`src/rtl/caf_sequencer.sv`:
```
// Control FSM for the CAF core: captures one frame of stream words, then sweeps (freq, lag, k)
// issuing paired reference/capture read addresses. Optional abort input: `define CAF_SEQ_ABORT_EN.
module caf_sequencer #(
    parameter int REF_INDEX_BITS = 5,
    parameter int CAP_INDEX_BITS = 6,
    parameter int FREQ_BINS      = 4,
    parameter int FREQ_BITS      = 2
) (
    input  logic                      clk,
    input  logic                      rst,
`ifdef CAF_SEQ_ABORT_EN
    input  logic                      abort,
`endif
    input  logic                      start,
    output logic                      busy,
    output logic                      done,
    input  logic                      m_axis_tvalid,
    output logic                      s_axis_tready,
    output logic                      cap_wvalid,
    input  logic                      cap_wready,
    output logic [CAP_INDEX_BITS-1:0] cap_waddr,
    output logic                      rd_valid,
    input  logic                      ref_rready,
    input  logic                      cap_rready,
    output logic [REF_INDEX_BITS-1:0] ref_raddr,
    output logic [CAP_INDEX_BITS-1:0] cap_raddr,
    output logic [FREQ_BITS-1:0]      freq_idx,
    output logic [CAP_INDEX_BITS-1:0] lag_idx,
    output logic                      rd_last
);

    typedef enum logic [1:0] {
        ST_IDLE      = 2'd0,
        ST_CAPTURE   = 2'd1,
        ST_CORRELATE = 2'd2,
        ST_DONE      = 2'd3
    } state_t;

    localparam logic [REF_INDEX_BITS-1:0] K_MAX    = '1;
    localparam logic [CAP_INDEX_BITS-1:0] WADDR_MAX = '1;
    // Last lag keeps lag+k inside the capture buffer, so cap_raddr never wraps.
    localparam logic [CAP_INDEX_BITS-1:0] LAG_MAX  =
        CAP_INDEX_BITS'((2 ** CAP_INDEX_BITS) - (2 ** REF_INDEX_BITS));
    localparam logic [FREQ_BITS-1:0]      FREQ_MAX = FREQ_BITS'(FREQ_BINS - 1);

    state_t                      state_q, state_d;
    logic [CAP_INDEX_BITS-1:0]   waddr_q, waddr_d;
    logic [REF_INDEX_BITS-1:0]   k_q, k_d;
    logic [CAP_INDEX_BITS-1:0]   lag_q, lag_d;
    logic [CAP_INDEX_BITS-1:0]   craddr_q, craddr_d;
    logic [FREQ_BITS-1:0]        freq_q, freq_d;
    logic                        abort_s;
    logic                        wr_fire_s;
    logic                        rd_fire_s;

`ifdef CAF_SEQ_ABORT_EN
    assign abort_s = abort;
`else
    assign abort_s = 1'b0;
`endif

    assign busy          = (state_q == ST_CAPTURE) || (state_q == ST_CORRELATE);
    assign done          = (state_q == ST_DONE);
    assign s_axis_tready = (state_q == ST_CAPTURE) && cap_wready;
    assign cap_wvalid    = m_axis_tvalid && s_axis_tready;
    assign rd_valid      = (state_q == ST_CORRELATE);
    assign wr_fire_s     = cap_wvalid;
    assign rd_fire_s     = rd_valid && ref_rready && cap_rready;
    assign cap_waddr     = waddr_q;
    assign ref_raddr     = k_q;
    assign cap_raddr     = craddr_q;
    assign lag_idx       = lag_q;
    assign freq_idx      = freq_q;
    assign rd_last       = rd_valid && (k_q == K_MAX);

    // State and counter registers with synchronous reset.
    always_ff @(posedge clk) begin
        if (rst) begin
            state_q  <= ST_IDLE;
            waddr_q  <= '0;
            k_q      <= '0;
            lag_q    <= '0;
            craddr_q <= '0;
            freq_q   <= '0;
        end else begin
            state_q  <= state_d;
            waddr_q  <= waddr_d;
            k_q      <= k_d;
            lag_q    <= lag_d;
            craddr_q <= craddr_d;
            freq_q   <= freq_d;
        end
    end

    // Next-state and counter update logic.
    always_comb begin
        state_d  = state_q;
        waddr_d  = waddr_q;
        k_d      = k_q;
        lag_d    = lag_q;
        craddr_d = craddr_q;
        freq_d   = freq_q;
        case (state_q)
            ST_IDLE: begin
                if (start) begin
                    state_d  = ST_CAPTURE;
                    waddr_d  = '0;
                    k_d      = '0;
                    lag_d    = '0;
                    craddr_d = '0;
                    freq_d   = '0;
                end else begin
                    state_d = ST_IDLE;
                end
            end
            ST_CAPTURE: begin
                if (abort_s) begin
                    state_d = ST_IDLE;
                    waddr_d = '0;
                end else if (wr_fire_s) begin
                    if (waddr_q == WADDR_MAX) begin
                        waddr_d = '0;
                        state_d = ST_CORRELATE;
                    end else begin
                        waddr_d = waddr_q + CAP_INDEX_BITS'(1);
                    end
                end else begin
                    waddr_d = waddr_q;
                end
            end
            ST_CORRELATE: begin
                if (abort_s) begin
                    state_d  = ST_IDLE;
                    k_d      = '0;
                    lag_d    = '0;
                    craddr_d = '0;
                    freq_d   = '0;
                end else if (rd_fire_s) begin
                    if (k_q == K_MAX) begin
                        k_d = '0;
                        if (lag_q == LAG_MAX) begin
                            lag_d    = '0;
                            craddr_d = '0;
                            if (freq_q == FREQ_MAX) begin
                                freq_d  = '0;
                                state_d = ST_DONE;
                            end else begin
                                freq_d = freq_q + FREQ_BITS'(1);
                            end
                        end else begin
                            lag_d    = lag_q + CAP_INDEX_BITS'(1);
                            craddr_d = lag_q + CAP_INDEX_BITS'(1);
                        end
                    end else begin
                        k_d      = k_q + REF_INDEX_BITS'(1);
                        craddr_d = craddr_q + CAP_INDEX_BITS'(1);
                    end
                end else begin
                    state_d = ST_CORRELATE;
                end
            end
            ST_DONE: begin
                state_d = ST_IDLE;
            end
            default: begin
                state_d = ST_IDLE;
            end
        endcase
    end

endmodule

```
`config.mk`:
```
export PLATFORM = sky130hd
export DESIGN_NAME = caf_sequencer
export DESIGN_NICKNAME = d
export VERILOG_FILES = /design/src/rtl/caf_sequencer.sv
export SDC_FILE = /design/constraint.sdc
export NUM_CORES = 1
export LEC_CHECK = 0
export ABC_CLOCK_PERIOD_IN_PS = 2200
export CORE_MARGIN = 10
export CORE_UTILIZATION = 44
export CTS_CLUSTER_SIZE = 12
export DETAILED_ROUTE_END_ITERATION = 8
export GPL_ROUTABILITY_DRIVEN = 0
export GPL_TIMING_DRIVEN = 0
export HOLD_SLACK_MARGIN = 0.12
export PLACE_DENSITY = 0.85
export SLEW_MARGIN = 0
export SYNTH_ARGS = -nofsm -noshare
export SYNTH_HDL_FRONTEND = slang
export SYNTH_SLANG_ARGS = --single-unit
```
`constraint.sdc`:
```
create_clock -name clk -period 2.2 [get_ports clk]
set_clock_uncertainty 0.15 [all_clocks]
set_input_delay 0.44 -clock clk [delete_from_list [all_inputs] [get_ports clk]]
set_output_delay 0.44 -clock clk [all_outputs]
set_load 0.02 [all_outputs]
```
==> flow_metrics.env <==
export IMPL_ys_seq_elements=27
export IMPL_crit_required_ns=1.61
export IMPL_critPathKind="flip-flop to output pin"
export IMPL_fin_util=0.6267
export IMPL_place_area_mm2=0.002022
export IMPL_syn_to_final_growth_pct=34.51
export IMPL_final_area_mm2=0.002141
export IMPL_start_util=0.4659
export IMPL_worst_slew_pin_slew_ns=0.5430
export IMPL_ir_drop_v=0.0007651
export IMPL_synth_cell_types=45
export IMPL_cts_made_buffers=3
export IMPL_power_density_mw_per_mm2=865.0
export IMPL_grt_pass1_wl_um=6244
export IMPL_drive_above_1_share=0.1645
export IMPL_root_buffer="clkbuf_4"
export IMPL_syn_instance_count=182
export IMPL_pwr_share_seq=0.308
export IMPL_antenna_left=0
export IMPL_core_area_mm2=0.003416
export IMPL_rows=21
export IMPL_synth_edf_count=0
export IMPL_critPathArrivalTime_ns=1.56
export IMPL_slew_headroom=0.6346
export IMPL_grt_overflow=0
export IMPL_setup_viol=0
export IMPL_tritoncts="yes"
export IMPL_place_detailed_hpwl_um=2911
export IMPL_io_buffers=37
export IMPL_diodes=0
export IMPL_crit_fanout=4
export IMPL_syn_area_per_cell_um2=8.745
export IMPL_drt_pass1_iterations=4
export IMPL_insertion_delay_ns=0.35
export IMPL_vias_per_cell=5.285
export IMPL_die_height_um=80.14
export IMPL_io_pins=38
export IMPL_comb_power_share=0.568
export IMPL_antenna_found_initial=0
export IMPL_timing_final_ws_setup_ns=0.05278
export IMPL_finalSetupTns_ns=0
export IMPL_vias=1464
export IMPL_clock_power_share=0.124
export IMPL_worst_setup_path_start_kind="flip-flop"
export IMPL_leakage_nw=0.8431
export IMPL_pre_cts_slack_ns=-0.09608
export IMPL_seq_area_frac_synth=0.3396
export IMPL_drv_cap=0
export IMPL_slew_violations=0
export IMPL_power_switching_mw=0.7722
export IMPL_nNetsFinal=251
export IMPL_hold_viol_final=0
export IMPL_period_minus_slack_ns=2.147
export IMPL_max_freq_mhz=465.7
export IMPL_async_reset_ff_frac=0
export IMPL_syn_nets=201
export IMPL_clk_pin_slew_ns=0.16
export IMPL_cts_htree_levels=1
export IMPL_drtIter0Drc=100
export IMPL_die_area_mm2=0.006422
export IMPL_die_w_um=80.14
export IMPL_synthesis_area_mm2=0.001592
export IMPL_wl_per_cell_um=14.04
export IMPL_switching_share=0.4170
export IMPL_rsz0062_at_grt="true"
export IMPL_period_share=0.9760
export IMPL_yosys_warnings=0
export IMPL_end_kind="output pin"
export IMPL_clock_sinks=27
export IMPL_synthFlopType="dfxtp_1"
export IMPL_drc=0
export IMPL_clockBufferDepth=2
export IMPL_finalPower_mw=1.852
export IMPL_grt_max_degree=16
export IMPL_p_int_mw=1.080
export IMPL_track_usage=0.1168
export IMPL_grt_pass1_vias=1397
export IMPL_wirelength_um=3888
export IMPL_hp_class="flip-flop to flip-flop"
export IMPL_status="finished, final reports clean"
[power groups by stage]
stage / sequential [mW] / combinational [mW] / clock, mW
after floorplan: 0.598 / 0.696 / 0
after global placement: 0.580 / 0.943 / 0
after detailed placement: 0.581 / 0.953 / 0
after CTS: 0.568 / 0.951 / 0.231
after global routing: 0.575 / 1.16 / 0.252
final: 0.570 / 1.05 / 0.229
[per-stage QoR]
stage / cells / hold slack, ns
after floorplan: 182 / 0.3679
after global placement: 265 / 0.3218
after detailed placement: 265 / 0.3381
after CTS: 271 / 0.3626
after global routing: 277 / 0.3898
final: 277 / 0.3597
[logic make-up (layout without fill, tap and decap cells)]
| logic type | Yosys count | in the layout | share of synthesized area |
|---|---|---|---|
| flops | 27 | 27 | 0.3396 |
| mux | 4 | 4 | 0.02516 |
| buf+inv | 16 | 65 | 0.05739 |
| fa+ha+maj | 12 | 12 | 0.09434 |
| xor+xnor | 14 | 14 | 0.07705 |
| compound gates | 39 | 39 | 0.1698 |
| simple gates | 70 | 70 | 0.2366 |
[final timing paths]
check | startpoint | end | slack (ns) | cells after the start
worst max-delay path | ref_raddr[0] | rd_last | 0.05 | 7
worst min-delay path | freq_idx[1] | freq_idx[1] | 0.36 | 2
worst max register to register | ref_raddr[0] | lag_idx[5] | 0.07 | 9
worst min register to register | freq_idx[1] | freq_idx[1] | 0.36 | 2
[cell usage after synthesis, types with 2 or more instances]
cell type,instances,share of area
nand2b_1,3,0.012
and2_1,4,0.016
nand3_1,7,0.022
nand4_1,5,0.020
and3_1,5,0.020
xnor2_1,7,0.039
o21ai_1,2,0.0063
buf_4,2,0.0094
nor3_1,4,0.013
buf_6,2,0.014
o211ai_1,2,0.0094
o21ai_0,7,0.022
ha_1,12,0.094
o32ai_1,2,0.011
inv_1,10,0.024
a22oi_1,2,0.0094
nor2_1,17,0.040
mux2i_1,4,0.025
a21oi_1,12,0.038
nand2_1,14,0.033
dfxtp_1,27,0.34
xor2_1,7,0.039
a211oi_1,2,0.0094
a22o_1,2,0.011
[registers in the layout, indices dropped and copies added (netlist names)]
signal	count
lag_idx	6
cap_waddr	6
ref_raddr	5
cap_raddr	6
state_q	2
freq_idx	2
[what timing repair did]
action	in CTS	in global routing
hold buffers	0	0
gates resized for setup	10	10
pin swaps	0	1
buffers inserted	2	6
endpoints found under the setup margin	7	17
[layer usage]
metal / track usage / vias up / part of all wire
li1: - / 736 / -
met1: 0.1408 / 677 / 0.43
met2: 0.1878 / 46 / 0.47
met3: 0.03229 / 5 / 0.083
met4: 0.05282 / 0 / 0.017
met5: 0 / - / 0
[cells in the final DEF (no fill, tap or decap), types with 2 or more instances in the layout]
| master | Yosys | routed |
|---|---|---|
| o211ai_1 | 2 | 2 |
| nand2b_1 | 3 | 3 |
| dlygate4sd2_1 | 0 | 3 |
| ha_1 | 12 | 9 |
| buf_4 | 2 | 10 |
| nor3_2 | 1 | 2 |
| a22oi_1 | 2 | 2 |
| xor2_1 | 7 | 7 |
| a211oi_1 | 2 | 2 |
| o32ai_1 | 2 | 2 |
| dfxtp_1 | 27 | 24 |
| clkbuf_4 | 0 | 3 |
| a21oi_1 | 12 | 12 |
| nor2_1 | 17 | 17 |
| a22o_1 | 2 | 2 |
| nor3_1 | 4 | 3 |
| nand3_1 | 7 | 7 |
| inv_1 | 10 | 9 |
| clkdlybuf4s50_1 | 0 | 32 |
| buf_6 | 2 | 3 |
| mux2i_1 | 4 | 4 |
| ha_2 | 0 | 2 |
| and3_1 | 5 | 4 |
| xnor2_1 | 7 | 7 |
| nand2_1 | 14 | 14 |
| o21ai_0 | 7 | 7 |
| dfxtp_2 | 0 | 3 |
| and2_1 | 4 | 4 |
| nand4_1 | 5 | 5 |
| o21ai_1 | 2 | 2 |
[worst max-delay path: stages, from the launching register on]
cell	delay (ns)
dfxtp_2	0.37
ha_4	0.15
and3_4	0.17
ha_2	0.16
buf_6	0.12
nand2_4	0.08
inv_2	0.04
buf_6	0.12
[cell type report]
| class | instances | area [µm²] |
|---|---|---|
| fillers | 296 | 1275 |
| multi-input cells | 139 | 992.2 |
| flip-flops and latches | 27 | 544.3 |
| repair buffers | 45 | 427.9 |
| well taps | 46 | 57.56 |
| plain buffers | 6 | 53.80 |
| inverters | 10 | 37.54 |
| clock buffers | 3 | 22.52 |
| clock inverters | 1 | 5.005 |
Note: power is estimated with default switching activity, not from simulation.
